`config.mk`:
```
export PLATFORM = sky130hd
export DESIGN_NAME = tms9995_int_ctrl_flat
export DESIGN_NICKNAME = d
export VERILOG_FILES = /design/src/rtl/tms9995_pkg.sv /design/src/rtl/tms9995_int_ctrl_if.sv /design/src/rtl/int_src_latch.sv /design/src/rtl/tms9995_int_ctrl.sv /design/src/flat_wrapper.sv
export SDC_FILE = /design/constraint.sdc
export NUM_CORES = 1
export LEC_CHECK = 0
export ABC_AREA = 1
export CELL_PAD_IN_SITES_DETAIL_PLACEMENT = 0
export CELL_PAD_IN_SITES_GLOBAL_PLACEMENT = 2
export CORE_MARGIN = 1.5
export CORE_UTILIZATION = 32
export DETAILED_ROUTE_END_ITERATION = 10
export PLACE_DENSITY = 0.89
export SYNTH_ARGS = -nofsm -noshare
export SYNTH_HDL_FRONTEND = slang
export SYNTH_HIERARCHICAL = 1
export SYNTH_SLANG_ARGS = --single-unit
export TNS_END_PERCENT = 1
```
`constraint.sdc`:
```
create_clock -name clk -period 2 [get_ports clk]
set_input_delay 0.4 -clock clk [delete_from_list [all_inputs] [get_ports clk]]
set_output_delay 0.4 -clock clk [all_outputs]
set_load 0.1 [all_outputs]
```
`src/rtl/tms9995_pkg.sv`:
```
// Shared types and constants for the TMS9995 interrupt scheduler.
// Source index order everywhere is {INT4, INT3, INT1} = bits {2, 1, 0}.
package tms9995_pkg;

    typedef enum logic [1:0] {
        IC_IDLE    = 2'd0,
        IC_PRESENT = 2'd1,
        IC_HOLD    = 2'd2
    } ic_state_e;

    localparam logic [3:0] LVL_INT1 = 4'd1;
    localparam logic [3:0] LVL_INT3 = 4'd3;
    localparam logic [3:0] LVL_INT4 = 4'd4;
    localparam logic [3:0] LVL_NONE = 4'hF;

    localparam logic [3:0] BST_VECFETCH = 4'b0101;

    localparam int SRC_INT1 = 0;
    localparam int SRC_INT3 = 1;
    localparam int SRC_INT4 = 2;
    localparam int NUM_SRC  = 3;

    localparam int CRU_EN_LSB   = 0;
    localparam int CRU_MODE_LSB = 4;
    localparam int CRU_PEND_LSB = 8;
    localparam int CRU_ACK_LSB  = 12;

    function automatic logic [3:0] highest_level(input logic [NUM_SRC-1:0] act);
        logic [3:0] lvl;
        lvl = LVL_NONE;
        if (act[SRC_INT4]) lvl = LVL_INT4;
        if (act[SRC_INT3]) lvl = LVL_INT3;
        if (act[SRC_INT1]) lvl = LVL_INT1;
        return lvl;
    endfunction

endpackage

```
`src/rtl/tms9995_int_ctrl_if.sv`:
```
// CPU-side bus, CRU port and interrupt source/request signals of the scheduler.
interface tms9995_int_ctrl_if;
    logic [15:0] ab;
    logic [3:0]  bst;
    logic        cruclk;
    logic        cruout;
    logic        cruin;
    logic        int1_src;
    logic        int3_src;
    logic        int4_src;
    logic        irq;
    logic [3:0]  ic;

    modport master (
        output ab, bst, cruclk, cruout, int1_src, int3_src, int4_src,
        input  cruin, irq, ic
    );

    modport slave (
        input  ab, bst, cruclk, cruout, int1_src, int3_src, int4_src,
        output cruin, irq, ic
    );
endinterface

```
`src/rtl/int_src_latch.sv`:
```
// One interrupt source: 2-flop synchronizer, edge/level qualification, pending latch.
// Pending is set 3 clocks after the raw rising edge; a same-cycle set beats clear.
module int_src_latch (
    input  logic clk,
    input  logic rst,
    input  logic src,
    input  logic edge_mode,
    input  logic clr,
    output logic pending,
    output logic sync
);
    logic [2:0] sync_q, sync_d;
    logic       pend_q, pend_d;
    logic       set;

    always_comb begin
        sync_d = {sync_q[1:0], src};
        // stage 3 only exists to give the edge detector a previous value
        set    = edge_mode ? (sync_q[1] & ~sync_q[2]) : sync_q[1];
        pend_d = set | (pend_q & ~clr);
    end

    always_ff @(posedge clk or posedge rst) begin
        if (rst) begin
            sync_q <= '0;
            pend_q <= 1'b0;
        end else begin
            sync_q <= sync_d;
            pend_q <= pend_d;
        end
    end

    assign pending = pend_q;
    assign sync    = sync_q[1];
endmodule

```
`src/rtl/tms9995_int_ctrl.sv`:
```
// TMS9995 interrupt scheduler: CRU control register, per-source latches, priority, ack hold-off.
// irq/ic registered, 4 clocks from raw source edge; no backpressure, acks are single-cycle events.
module tms9995_int_ctrl
    import tms9995_pkg::*;
#(
    parameter logic [15:0] CRU_BASE = 16'h1F00,
    parameter int          HOLDOFF  = 4
) (
    input logic               clk,
    input logic               rst,
    tms9995_int_ctrl_if.slave bus
);
    localparam logic [3:0] HOLD_LOAD = 4'(HOLDOFF - 1);

    logic [NUM_SRC-1:0] en_q, en_d, mode_q, mode_d;
    logic [NUM_SRC-1:0] pend_clr_cru, ack_hit, clr, pending, act, src_vec, sync_unused;
    logic [3:0]         ack_cnt_q, ack_cnt_d, hold_q, hold_d, ic_q, ic_d, cru_bit, ack_lvl;
    logic               vf_q, vf_d, irq_q, irq_d, cru_wr, ack_evt, ack_any;
    logic [15:0]        cru_rd_vec;
    ic_state_e          state_q, state_d;

    assign cru_bit = bus.ab[4:1];
    assign cru_wr  = (bus.ab[15:5] == CRU_BASE[15:5]) & ~bus.cruclk;
    assign ack_lvl = bus.ab[5:2];
    assign src_vec = {bus.int4_src, bus.int3_src, bus.int1_src};

    always_comb begin
        en_d         = en_q;
        mode_d       = mode_q;
        pend_clr_cru = '0;
        if (cru_wr) begin
            for (int i = 0; i < NUM_SRC; i++) begin
                if (cru_bit == 4'(CRU_EN_LSB + i))   en_d[i]         = bus.cruout;
                if (cru_bit == 4'(CRU_MODE_LSB + i)) mode_d[i]       = bus.cruout;
                if (cru_bit == 4'(CRU_PEND_LSB + i)) pend_clr_cru[i] = ~bus.cruout;
            end
        end
    end

    // Count one acknowledge per vector fetch, however long bst dwells on it.
    always_comb begin
        vf_d              = (bus.bst == BST_VECFETCH);
        ack_evt           = vf_d & ~vf_q;
        ack_hit[SRC_INT1] = ack_evt & (ack_lvl == LVL_INT1);
        ack_hit[SRC_INT3] = ack_evt & (ack_lvl == LVL_INT3);
        ack_hit[SRC_INT4] = ack_evt & (ack_lvl == LVL_INT4);
        ack_any           = |ack_hit;
        ack_cnt_d         = ack_cnt_q + 4'(ack_any);
        clr               = ack_hit | pend_clr_cru;
    end

    for (genvar g = 0; g < NUM_SRC; g++) begin : g_src
        int_src_latch u_latch (
            .clk       (clk),
            .rst       (rst),
            .src       (src_vec[g]),
            .edge_mode (mode_q[g]),
            .clr       (clr[g]),
            .pending   (pending[g]),
            .sync      (sync_unused[g])
        );
    end

    assign act = pending & en_q;

    always_comb begin
        state_d = state_q;
        hold_d  = hold_q;
        unique case (state_q)
            IC_IDLE: begin
                if (|act) state_d = IC_PRESENT;
            end
            IC_PRESENT: begin
                if (ack_any) begin
                    state_d = IC_HOLD;
                    hold_d  = HOLD_LOAD;
                end else if (~|act) begin
                    state_d = IC_IDLE;
                end
            end
            IC_HOLD: begin
                if (hold_q == 4'd0) state_d = IC_IDLE;
                else                hold_d  = hold_q - 4'd1;
            end
            default: state_d = IC_IDLE;
        endcase
        irq_d = (state_d == IC_PRESENT);
        ic_d  = (state_d == IC_PRESENT) ? highest_level(act) : LVL_NONE;
    end

    always_ff @(posedge clk or posedge rst) begin
        if (rst) begin
            state_q   <= IC_IDLE;
            hold_q    <= '0;
            irq_q     <= 1'b0;
            ic_q      <= LVL_NONE;
            en_q      <= '0;
            mode_q    <= '0;
            ack_cnt_q <= '0;
            vf_q      <= 1'b0;
        end else begin
            state_q   <= state_d;
            hold_q    <= hold_d;
            irq_q     <= irq_d;
            ic_q      <= ic_d;
            en_q      <= en_d;
            mode_q    <= mode_d;
            ack_cnt_q <= ack_cnt_d;
            vf_q      <= vf_d;
        end
    end

    always_comb begin
        cru_rd_vec                       = '0;
        cru_rd_vec[CRU_EN_LSB +: 3]      = en_q;
        cru_rd_vec[CRU_MODE_LSB +: 3]    = mode_q;
        cru_rd_vec[CRU_PEND_LSB +: 3]    = pending;
        cru_rd_vec[CRU_ACK_LSB +: 4]     = ack_cnt_q;
    end

    assign bus.cruin = cru_rd_vec[cru_bit];
    assign bus.irq   = irq_q;
    assign bus.ic    = ic_q;
endmodule

```
`src/flat_wrapper.sv`:
```
// flat-port wrapper written by rule: the top's interface ports become plain ports
module tms9995_int_ctrl_flat import tms9995_pkg::*;
#(
    parameter logic [15:0] CRU_BASE = 16'h1F00,
    parameter int          HOLDOFF  = 4
)
  (clk, rst, bus_ab, bus_bst, bus_cruclk, bus_cruout, bus_int1_src, bus_int3_src, bus_int4_src, bus_cruin, bus_irq, bus_ic);
  tms9995_int_ctrl_if bus_i ();
  input logic clk;
  input logic rst;
  input wire logic [$bits(bus_i.ab)-1:0] bus_ab;
  input wire logic [$bits(bus_i.bst)-1:0] bus_bst;
  input wire logic [$bits(bus_i.cruclk)-1:0] bus_cruclk;
  input wire logic [$bits(bus_i.cruout)-1:0] bus_cruout;
  input wire logic [$bits(bus_i.int1_src)-1:0] bus_int1_src;
  input wire logic [$bits(bus_i.int3_src)-1:0] bus_int3_src;
  input wire logic [$bits(bus_i.int4_src)-1:0] bus_int4_src;
  output wire logic [$bits(bus_i.cruin)-1:0] bus_cruin;
  output wire logic [$bits(bus_i.irq)-1:0] bus_irq;
  output wire logic [$bits(bus_i.ic)-1:0] bus_ic;
  assign bus_i.ab = bus_ab;
  assign bus_i.bst = bus_bst;
  assign bus_i.cruclk = bus_cruclk;
  assign bus_i.cruout = bus_cruout;
  assign bus_i.int1_src = bus_int1_src;
  assign bus_i.int3_src = bus_int3_src;
  assign bus_i.int4_src = bus_int4_src;
  assign bus_cruin = bus_i.cruin;
  assign bus_irq = bus_i.irq;
  assign bus_ic = bus_i.ic;
  tms9995_int_ctrl #(.CRU_BASE(CRU_BASE), .HOLDOFF(HOLDOFF)) u_core (.clk(clk), .rst(rst), .bus(bus_i));
endmodule
```
Word level (Yosys, flattened, before mapping)
Cells that the tools add are included.
{"block": "op_classes", "n_mul": 0, "shift": 0, "n_reduce_logical": 13, "addsub": 2, "muxes": 21, "div": 0, "n_eq_ne": 18, "order_cmp": 1, "bitwise": 25}
{"cell": "two-way mux 4 bit", "n": 6}
{"cell": "== test 4 x 3 -> 1 bit, second input constant", "n": 5}
{"cell": "== test 4 bit, second input constant", "n": 3}
{"cell": "AND reduction 2 bit", "n": 6}
{"cell": "bitwise AND 1 bit", "n": 11}
{"cell": "== test 11 x 8 -> 1 bit, second input constant", "n": 1}
{"cell": "NOT 1 bit", "n": 9}
{"cell": "== test 4 x 1 -> 1 bit, second input constant", "n": 2}
{"cell": "== test 4 x 2 -> 1 bit, second input constant", "n": 2}
{"cell": "logical NOT 4 bit", "n": 2}
{"cell": "two-way mux 2 bit", "n": 4}
{"cell": "one-hot mux 4 bit (2 select lines)", "n": 1}
{"cell": "two-way mux 1 bit", "n": 7}
{"cell": "one-hot mux 2 bit (3 select lines)", "n": 1}
{"cell": "OR reduction 3 bit", "n": 2}
{"cell": "< comparator 4 x 5 -> 1 bit, second input constant", "n": 1}
{"cell": "adder 4 x 1 -> 4 bit", "n": 1}
{"cell": "binary-select mux 1 bit (select 4 bit)", "n": 1}
{"cell": "== test 2 x 1 -> 1 bit, second input constant", "n": 2}
{"cell": "subtractor 4 x 1 -> 4 bit, second input constant", "n": 1}
{"cell": "bitwise AND 3 bit", "n": 1}
{"cell": "two-way mux 3 bit", "n": 1}
{"cell": "bitwise OR 1 bit", "n": 3}
{"cell": "bitwise OR 3 bit", "n": 1}
{"cell": "6 further kinds", "n": 6}
{"block": "totals", "latch_bits": 0, "out_inout_bits": 6, "mem_bits_rw": 0, "memories": 0, "input_bits": 27, "ff_bits": 34, "mem_bits_ro": 0, "elab_cells": 98}

Depth between registers and ports, before layout
Gate-level depths: netlist of the first run.
{"block": "logic_depth", "ltp_word": 8, "depth_mapped": 9, "depth_no_buf": 9}

Hierarchy
Netlist of the first run, hierarchy kept.
{"module": "tms9995_int_ctrl", "area_each_um2": 1312.5, "n_inst": 1, "cells_each": 162, "seq_area_each_um2": 555.5}
{"module": "int_src_latch", "area_each_um2": 122.6, "n_inst": 3, "cells_each": 10, "seq_area_each_um2": 100.1}

Worst setup path before layout of the first run
OpenSTA, ideal clock, no wires.
{"block": "synth_timing", "path_kind": "input to output", "from": "input bus_ab[2]", "to": "output bus_cruin", "arrival_ps": 1615, "path_stages": 4, "path_buffers": 0, "required_time_ps": 1600, "path_slack_ps": -15, "path_cell_list": "nor2_2 -> nand2_1 -> a31o_2 -> nand3_1"}
{"block": "synth_between", "elab_chain_cells": 2}
{"element": "start, declared", "line_no": "flat_wrapper.sv:11", "source": "input wire logic [$bits(bus_i.ab)-1:0] bus_ab;"}
{"element": "binary-select mux 1 bit (select 4 bit)", "line_no": "tms9995_int_ctrl.sv:121", "source": "assign bus.cruin = cru_rd_vec[cru_bit];"}
{"element": "two-way mux 1 bit (not written as such)", "line_no": "tms9995_int_ctrl.sv:121"}
{"element": "end, declared", "line_no": "flat_wrapper.sv:18", "source": "output wire logic [$bits(bus_i.cruin)-1:0] bus_cruin;"}
Every way passes these cells. The select of a mux whose other input is x is not followed.

Worst setup path in the final report of the first run
Ends and elaborated chain as after synthesis.

==> results of run 1 <==
[metrics by stage]
step	std cells	util [%]	setup WS, ns	power (mW)
2_1_floorplan	192	-	0.326	0.893
3_3_place_gp	309	44.4	-0.210	1.00
3_5_place_dp	309	44.4	-0.192	1.01
6_report	318	46.4	0.0849	1.50
4_1_cts	317	46.3	0.0354	1.53
5_1_grt	318	46.4	0.0112	1.60
[per-layer routing]
layer | vias to the layer above | GRT usage [%] | part of all wire [%]
met4 | 0 | 5.95 | 1.2
met5 | - | 0 | 0
met3 | 4 | 4.23 | 6.1
met1 | 629 | 18.6 | 49
li1 | 727 | - | -
met2 | 39 | 22.6 | 44
[power by group through the flow]
stage               Combinational (mW)  Clock (mW)  Sequential [mW]
finish                           0.223       0.511            0.770
global route                     0.251       0.578            0.776
CTS                              0.226       0.529            0.771
detailed placement               0.227           0            0.782
global placement                 0.221           0            0.781
floorplan                        0.120           0            0.773
[cell families (layout without fill, tap and decap cells)]
group,count (synthesis),in the layout,share of synthesized area [%]
buffers and inverters,25,81,5.58
adder cells (fa/ha/maj),4,4,2.98
AND/OR/NAND/NOR,107,107,30.6
XOR/XNOR,4,4,2.08
flip-flops,34,34,50.9
AO/OA/AOI/OAI,18,18,7.82
[Yosys cell counts, types with 3 or more instances]
| library cell | number | area (µm²) |
|---|---|---|
| ha_1 | 4 | 50.1 |
| nor2_4 | 3 | 33.8 |
| nand3_1 | 10 | 50.1 |
| dfstp_2 | 4 | 105 |
| inv_2 | 6 | 22.5 |
| nand4_1 | 11 | 68.8 |
| xor2_1 | 4 | 35.0 |
| nand2_1 | 58 | 218 |
| inv_1 | 19 | 71.3 |
| o21ai_1 | 5 | 25.0 |
| a21oi_1 | 6 | 30.0 |
| nor2_1 | 12 | 45.0 |
| nor2_2 | 5 | 31.3 |
| dfrtp_1 | 30 | 751 |
[repair_timing]
item / CTS / global route
gates cloned: 0 / 0
endpoints found under the setup margin: 1 / 1
setup buffers: 0 / 1
gates resized for setup: 4 / 3
[layout make-up]
type / instances / area, µm² / share of cell area [%]
flip-flops and latches: 34 / 856 / 36.4
multi-input cells: 133 / 741 / 31.5
repair buffers: 48 / 480 / 20.4
inverters: 25 / 93.8 / 3.99
well taps: 70 / 87.6 / 3.72
clock buffers: 6 / 82.6 / 3.51
clock inverters: 2 / 12.5 / 0.532
[state kept, by name, summed over array words and instances, names as in the netlist, 2 cells and up]
signal                        count
u_core/state_q                    2
u_core/mode_q                     3
u_core/ack_cnt_q                  4
u_core/en_q                       3
u_core/bus.ic                     4
u_core/g_src.u_latch/pending      3
u_core/hold_q                     4
u_core/g_src.u_latch/sync_q       9
[worst paths after layout]
check | start | endpoint | cells after the start
min in group asynchronous | rst | u_core/g_src[2].u_latch/sync_q[1] | 2
min reg2reg | u_core/g_src[0].u_latch/sync_q[0] | u_core/g_src[0].u_latch/sync_q[1] | 0
min | u_core/g_src[0].u_latch/sync_q[0] | u_core/g_src[0].u_latch/sync_q[1] | 0
max reg2reg | u_core/vf_q | u_core/ack_cnt_q[2] | 6
max in group asynchronous | rst | u_core/bus.ic[3] | 3
max | bus_ab[2] | bus_cruin | 8
==> results.sh, run 1 <==
export IMPL_nFillCells=510
export IMPL_required_ns=1.60
export IMPL_path_max_fanout=5
export IMPL_track_usage_pct=14.4
export IMPL_worst_path_buf_inv=4
export IMPL_ys_warn_count=6
export IMPL_slew_viol_final=0
export IMPL_p_seq_share_pct=51.2
export IMPL_holdCritPathClass="register to register"
export IMPL_grt_pass1_wl_mm=6.07
export IMPL_nets=278
export IMPL_viasPerCell=4.40
export IMPL_cts_tree="built"
export IMPL_cts_root_buf="clkbuf_8"
export IMPL_setup_viol=0
export IMPL_internal_power_mw=1.12
export IMPL_h_tree_depth=2
export IMPL_postCtsHoldBufs=0
export IMPL_layout_commonest_cell="nand2_1"
export IMPL_whs_ns=0.359
export IMPL_io_pins=33
export IMPL_detail_route_antenna_nets=0
export IMPL_reg2reg_slack_ns=0.69
export IMPL_ys_flop_type="dfrtp_1"
export IMPL_tns_ns=0
export IMPL_dr_first_iter_drc_count=35
export IMPL_synth_cells=192
export IMPL_clkSlewWorstSetupHoldPaths_ns=0.07
export IMPL_dieHeight_um=75.5
export IMPL_period_minus_slack_ns=1.92
export IMPL_drt_pre_antenna_iters=4
export IMPL_switching_share_pct=25.6
export IMPL_relSlewSlack_pct=75.0
export IMPL_slowest_stage="dlygate4sd2_1"
export IMPL_crit_chain="dlygate4sd2_1 > inv_2 > nand2_1 > inv_2 > nand2_1 > a31o_2 > nand3_2 > buf_12"
export IMPL_drc=0
export IMPL_cts_buffers=5
export IMPL_start_util_pct=33.1
export IMPL_dpl_cell_area_mm2=0.00225
export IMPL_core_area_mm2=0.00507
export IMPL_syn_area_mm2=0.00168
export IMPL_vdd_ir_drop_max_mv=0.351
export IMPL_power_switching_mw=0.385
export IMPL_p_comb_share_pct=14.8
export IMPL_antenna_found_initial=0
export IMPL_place_congestion=0.780
export IMPL_yosysSeqAreaShare_pct=50.9
export IMPL_portBuffers=31
export IMPL_post_route_period_util_pct=95.8
export IMPL_mostFrequentLayoutCells="nand2_1 (58), dfrtp_1 (30), clkdlybuf4s50_1 (21)"
export IMPL_clock_sinks=34
export IMPL_fmax_mhz=522
export IMPL_grt_pass1_vias=1390
export IMPL_clkPwrFrac_pct=34.0
export IMPL_path_class="primary input to output port"
export IMPL_crit_path_end_kind="output port"
export IMPL_synth_fp_nets=223
export IMPL_synth_avg_cell_area_um2=8.75
export IMPL_hpwl_mm=2.86
export IMPL_vias=1399
export IMPL_dieArea_mm2=0.00569
export IMPL_ys_ff_latch=34
export IMPL_startpoint_type="primary input"
export IMPL_drive_above_1_share_pct=24.6
export IMPL_die_width_um=75.5
export IMPL_clkLatencyLatePin_ns=0.28
export IMPL_ys_types=27
export IMPL_crit_path_max_incr_delay_ns=0.30
export IMPL_synth_edf_count=0
export IMPL_finalHoldViolations=0
export IMPL_grt_ovfl_total=0
export IMPL_status="finished clean"
export IMPL_power_leakage_nw=1.10
export IMPL_rows=26
export IMPL_tightest_slew_ns=0.373
export IMPL_rsz0062_at_grt="no"
export IMPL_arrival_ns=1.52
export IMPL_powerDensity_mw_per_mm2=639
export IMPL_clock_skew_ns=0.00396
export IMPL_fin_area_mm2=0.00235
export IMPL_clockBufferDepth=2
export IMPL_diodes=0
export IMPL_wl_mm=3.57
export IMPL_grt_max_degree=23
export IMPL_area_growth_pct=40.1
export IMPL_maxCapViolations=0
export IMPL_wl_per_cell_um=11.2
export IMPL_async_flop_share_pct=100
export IMPL_cpLargestDelayFamily="buffers and inverters"
(Power assumes the default switching activity.)
==> run 2, diff against run 1 <==
Settings changed: CTS_CLUSTER_DIAMETER from default to 200.
==> results of run 2 <==
Final layout, timing and power as in run 1 (identical DEF).
